==> src/rtl/vis_axis_packer.sv <==
// rtl/vis_axis_packer.sv - serialises correlator visibilities into header-prefixed byte frames
// Each frame: MAGIC, count[15:8], count[7:0], then re/im bytes MSB first per visibility.
module vis_axis_packer #(
  parameter int         WIDTH      = 32,
  parameter logic [7:0] MAGIC      = 8'hA5,
  parameter int         COUNT_BITS = 16,
  parameter int         MAX_VIS    = 64
) (
  input  logic                  clk_i,
  input  logic                  rst_i,
  input  logic                  s_tvalid_i,
  output logic                  s_tready_o,
  input  logic                  s_tlast_i,
  input  logic [WIDTH-1:0]      s_re_i,
  input  logic [WIDTH-1:0]      s_im_i,
  output logic                  m_tvalid_o,
  input  logic                  m_tready_i,
  output logic                  m_tlast_o,
  output logic [7:0]            m_tdata_o,
  output logic [COUNT_BITS-1:0] frame_count_o,
  output logic                  err_o
);
  localparam int BYTES = 2 * WIDTH / 8;
  localparam int BI_W  = (BYTES > 1) ? $clog2(BYTES) : 1;
  localparam int VC_W  = $clog2(MAX_VIS + 1);
  localparam logic [BI_W-1:0] LAST_BYTE = BI_W'(BYTES - 1);
  localparam logic [VC_W-1:0] VIS_LIMIT = VC_W'(MAX_VIS);

  typedef enum logic [1:0] {S_IDLE, S_HEAD, S_BODY, S_WAIT} state_t;

  state_t                  r_state;
  state_t                  w_state_nxt;
  logic [2*WIDTH-1:0]      r_cap;
  logic                    r_cap_last;
  logic [VC_W-1:0]         r_vis_cnt;
  logic [1:0]              r_hdr_idx;
  logic [BI_W-1:0]         r_byte_idx;
  logic [COUNT_BITS-1:0]   r_frame_count;
  logic                    r_err;

  logic                    w_m_hs;
  logic                    w_last_byte;
  logic                    w_eof;
  logic                    w_accept;
  logic                    w_frame_done;
  logic [7:0]              w_bytes [BYTES];

  // Byte 0 is the re MSB; the im LSB is the last byte of a visibility.
  for (genvar k = 0; k < BYTES; k++) begin : g_bytes
    assign w_bytes[k] = r_cap[2*WIDTH-1-8*k -: 8];
  end

  assign m_tvalid_o    = (r_state == S_HEAD) || (r_state == S_BODY);
  assign w_m_hs        = m_tvalid_o && m_tready_i;
  assign w_last_byte   = (r_byte_idx == LAST_BYTE);
  assign w_eof         = r_cap_last || (r_vis_cnt == VIS_LIMIT);
  assign w_frame_done  = (r_state == S_BODY) && w_m_hs && w_last_byte && w_eof;
  assign w_accept      = s_tvalid_i && s_tready_o;
  assign frame_count_o = r_frame_count;
  assign err_o         = r_err;

  always_comb begin
    w_state_nxt = r_state;
    s_tready_o  = 1'b0;
    m_tlast_o   = 1'b0;
    m_tdata_o   = 8'h00;
    case (r_state)
      S_IDLE: begin
        s_tready_o = 1'b1;
        if (s_tvalid_i) w_state_nxt = S_HEAD;
      end
      S_HEAD: begin
        case (r_hdr_idx)
          2'd0:    m_tdata_o = MAGIC;
          2'd1:    m_tdata_o = r_frame_count[15:8];
          default: m_tdata_o = r_frame_count[7:0];
        endcase
        if (w_m_hs && r_hdr_idx == 2'd2) w_state_nxt = S_BODY;
      end
      S_BODY: begin
        m_tdata_o = w_bytes[r_byte_idx];
        m_tlast_o = w_last_byte && w_eof;
        // The capture register frees up only as its last byte leaves, so refill without a bubble.
        if (w_m_hs && w_last_byte) begin
          if (w_eof) begin
            w_state_nxt = S_IDLE;
          end else begin
            s_tready_o = 1'b1;
            if (!s_tvalid_i) w_state_nxt = S_WAIT;
          end
        end
      end
      S_WAIT: begin
        s_tready_o = 1'b1;
        if (s_tvalid_i) w_state_nxt = S_BODY;
      end
      default: w_state_nxt = S_IDLE;
    endcase
    if (rst_i) s_tready_o = 1'b0;
  end

  always_ff @(posedge clk_i) begin
    if (rst_i) begin
      r_state       <= S_IDLE;
      r_cap         <= '0;
      r_cap_last    <= 1'b0;
      r_vis_cnt     <= '0;
      r_hdr_idx     <= 2'd0;
      r_byte_idx    <= '0;
      r_frame_count <= '0;
      r_err         <= 1'b0;
    end else begin
      r_state <= w_state_nxt;
      if (w_accept) begin
        r_cap      <= {s_re_i, s_im_i};
        r_cap_last <= s_tlast_i;
        r_byte_idx <= '0;
        r_vis_cnt  <= (r_state == S_IDLE) ? VC_W'(1) : r_vis_cnt + 1'b1;
      end else if (r_state == S_BODY && w_m_hs && !w_last_byte) begin
        r_byte_idx <= r_byte_idx + 1'b1;
      end
      if (r_state == S_HEAD && w_m_hs) begin
        r_hdr_idx <= (r_hdr_idx == 2'd2) ? 2'd0 : r_hdr_idx + 2'd1;
      end
      // Ending at the visibility limit without the source's last flag is a forced cut.
      if (w_frame_done) begin
        r_frame_count <= r_frame_count + 1'b1;
        if (!r_cap_last) r_err <= 1'b1;
      end
    end
  end

endmodule
==> config.mk <==
export PLATFORM = sky130hd
export DESIGN_NAME = vis_axis_packer
export DESIGN_NICKNAME = d
export VERILOG_FILES = /design/src/rtl/vis_axis_packer.sv
export SDC_FILE = /design/constraint.sdc
export NUM_CORES = 1
export LEC_CHECK = 0
export BUFFER_PORTS_ARGS = -buffer_cell sky130_fd_sc_hd__buf_2
export CAP_MARGIN = 20
export CORE_AREA = 2 2 95 97
export DETAILED_ROUTE_END_ITERATION = 10
export DIE_AREA = 0 0 97 99
export HOLD_SLACK_MARGIN = 0.12
export PLACE_DENSITY_LB_ADDON = 0.12
export SETUP_SLACK_MARGIN = 0.4
export SYNTH_ARGS = -nofsm -noshare
export SYNTH_HDL_FRONTEND = slang
export SYNTH_SLANG_ARGS = --single-unit
==> constraint.sdc <==
create_clock -name clk_i -period 5 [get_ports clk_i]
set_clock_uncertainty 0.15 [all_clocks]
set_input_delay 0.75 -clock clk_i [delete_from_list [all_inputs] [get_ports clk_i]]
set_output_delay 0.75 -clock clk_i [all_outputs]
set_load 0.02 [all_outputs]
==> run summary <==
outcome - completed
CTS buffer count - 9
die height - 99 um
fmax - 0.284 GHz
Root Buffer - clkbuf_8
Min Clock Period, post-route - 3520 ps
Final GP Congestion - 0.858
Synth warnings - 0
Hold Path Class - flop to flop
most frequent cells in the layout - 96 x dfxtp_1, 96 x buf_2, 93 x a21oi_1
drt pass-1 iters - 5
pwr/cell area - 360 nW/um^2
# IOs - 97
vias - 4,814
fin util - 66.4%
final hold vios - 0
Final Total Pwr - 0.00204 W
postcts setup bufs - 0
number of buffers added on ports - 96
Crit Path Category - flop to output port
Syn Inst Count - 567
htree depth - 3
Max-Cap Viols - 0
FF+latch count, synth - 96
Tightest Pin Transition - 1040 ps
CTS clk-pin slew, worst paths - 90 ps
sequential area share after synthesis - 38.3%
Post-Route Setup TNS - 0 ps
# clock sinks - 96
Final ANT Viol Nets - 0
hold-critical path depth - 2
RSZ-0062 raised after global routing - false
cts hold-fix bufs - 0
initial DRC count - 345
FF-to-FF path depth - 7
Post-Syn Nets - 645
worst stage delay on the critical path - 920 ps
Cell Rows - 34
Post-Route WL - 13,200 um
Worst Path Required - 4100 ps
Most common cell on crit path - ha_1
Post-synth EDFFs - 0
cell area after synthesis - 5020 sq um
main combinational cell family by area after synthesis - compound AO/OA/AOI/OAI gates
Die X - 97 um
simple-gate portion of the synthesized area - 15.7%
Tcrit/Tclk final - 70.4%
CP arrival - 2620 ps
first-pass GRT wire length - 21,900 um
vias in the first global route - 4,438
core area - 8550 sq um
Psw - 0.000719 W
CTS tree - yes
Startpoint Class - flop
Comb power frac - 28.4%
Area Overhead vs Synth - 13.1%
fin. max-slew vios - 0
Sw Ratio - 35.3%
Post-Synth Adder-Cell Area - 2.24%
leakage - 2.02 nW
Final setup viols - 0
crit path cell chain - ha_1 > ha_1 > and4b_1 > o21a_2 > nor2_1 > nor3_1 > buf_2
largest net degree at the start of global routing - 101
Slew HR - 30.7%
CTS Buffer Depth - 2
cell internal pwr - 0.00132 W
post-synthesis average cell area - 8.85 sq um
die area - 9600 sq um
starting density of the core - 58.7%
compound-gate portion of the synthesized area - 27.6%
sequential power share - 43.4%
diode count - 0
clock network fraction of total power - 28.3%
drc violations - 0
Overflow after GRT - 0
Max FO, Critical Path - 18
post-DP HPWL - 8700 um
Via density - 6.55
synth unique cells - 46
Critical-path top delay cell - dfxtp_1
CP endpoint kind - output port
post-synthesis mux area share - 9.60%
worst skew pair latency - 370 ps
CTS resizes - 0
Synth Flop Type - dfxtp_1
Max rail drop VDD - 0.000265 V
final-layout fill cell count - 737
share of layout cells above drive strength 1 - 24.7%
Final nets - 700
WL/cell - 18.0 um
Post-synth ARST share - 0%
Global Route Usage Sum - 27.6%
initial antenna violation count - 0
XOR/XNOR Fraction of Synth Area - 0.175%
worst paths after layout:
check                 from           end  slack (ps)
min reg2reg      r_cap[48]     r_cap[48]         320
min              r_cap[48]     r_cap[48]         320
max          r_byte_idx[1]    s_tready_o        1480
max reg2reg  r_byte_idx[1]  r_vis_cnt[0]        1860
sequential cells by signal (all words and copies together), names as in the netlist:
| signal | count |
|---|---|
| r_vis_cnt | 7 |
| frame_count_o | 16 |
| r_state | 2 |
| r_cap | 64 |
| r_hdr_idx | 2 |
| r_cap_last | 1 |
| r_byte_idx | 3 |
| err_o | 1 |
per-layer routing:
layer | vias to the layer above | routed length [um] | global-route usage, %
met3 | 25 | 613 | 3.97
li1 | 2294 | - | -
met1 | 2350 | 5830 | 38.5
met4 | 0 | 301 | 9.75
met5 | - | 0 | 0
met2 | 145 | 6470 | 44.2
cell usage after synthesis, types with 9 or more instances:
| library cell | count | area (sq um) |
|---|---|---|
| a21oi_1 | 93 | 465 |
| buf_2 | 13 | 65.1 |
| clkbuf_1 | 43 | 161 |
| dfxtp_1 | 96 | 1920 |
| ha_1 | 9 | 113 |
| inv_1 | 16 | 60.1 |
| mux2i_1 | 11 | 110 |
| mux4_2 | 16 | 360 |
| nand2_1 | 17 | 63.8 |
| nand3_1 | 74 | 370 |
| nor2_1 | 14 | 52.6 |
| o211ai_1 | 55 | 413 |
| o211ai_2 | 11 | 138 |
| o22ai_1 | 9 | 56.3 |
| o31ai_1 | 9 | 67.6 |
| or4_1 | 9 | 67.6 |
cell type report:
class	count	area [sq um]	share of cell area, %
clock inverters	6	90.1	1.59
well taps	108	135	2.38
multi-input cells	394	2790	49.1
inverters	17	63.8	1.12
clock buffers	10	138	2.43
repair buffers	104	541	9.52
flip-flops and latches	96	1920	33.9
through the flow:
step	hold WS (ps)	setup WS [ps]	cells	instance area [sq um]
final	320	1480	735	5680
after floorplan	295	2000	567	5020
after global placement	294	1990	719	5450
after detailed placement	309	1900	719	5450
after global routing	347	1330	735	5680
after CTS	322	1500	735	5680
critical path: cells and delay by family, from the launching register on:
| kind | cells | cell delay, ps |
|---|---|---|
| DFF | 1 | 920 |
| adders and majority gates | 2 | 510 |
| and+or+nand+nor | 3 | 480 |
| buffers and inverters | 1 | 200 |
| AOI/OAI and AO/OA | 1 | 160 |
cell families after synthesis:
| logic type | after synthesis |
|---|---|
| AO/OA/AOI/OAI | 209 |
| AND/OR/NAND/NOR | 147 |
| flip-flops | 96 |
| buffers and inverters | 77 |
| multiplexers | 28 |
| adder cells (fa/ha/maj) | 9 |
| XOR/XNOR | 1 |
power groups by stage:
stage          Combinational [W]  Clock [W]  Sequential (W)
2_1_floorplan           0.000442          0        0.000876
3_3_place_gp            0.000556          0        0.000896
3_5_place_dp            0.000575          0        0.000900
4_1_cts                 0.000580   0.000583        0.000882
5_1_grt                 0.000636   0.000619        0.000892
6_report                0.000579   0.000577        0.000885
Power figures use the tool's default switching activity.
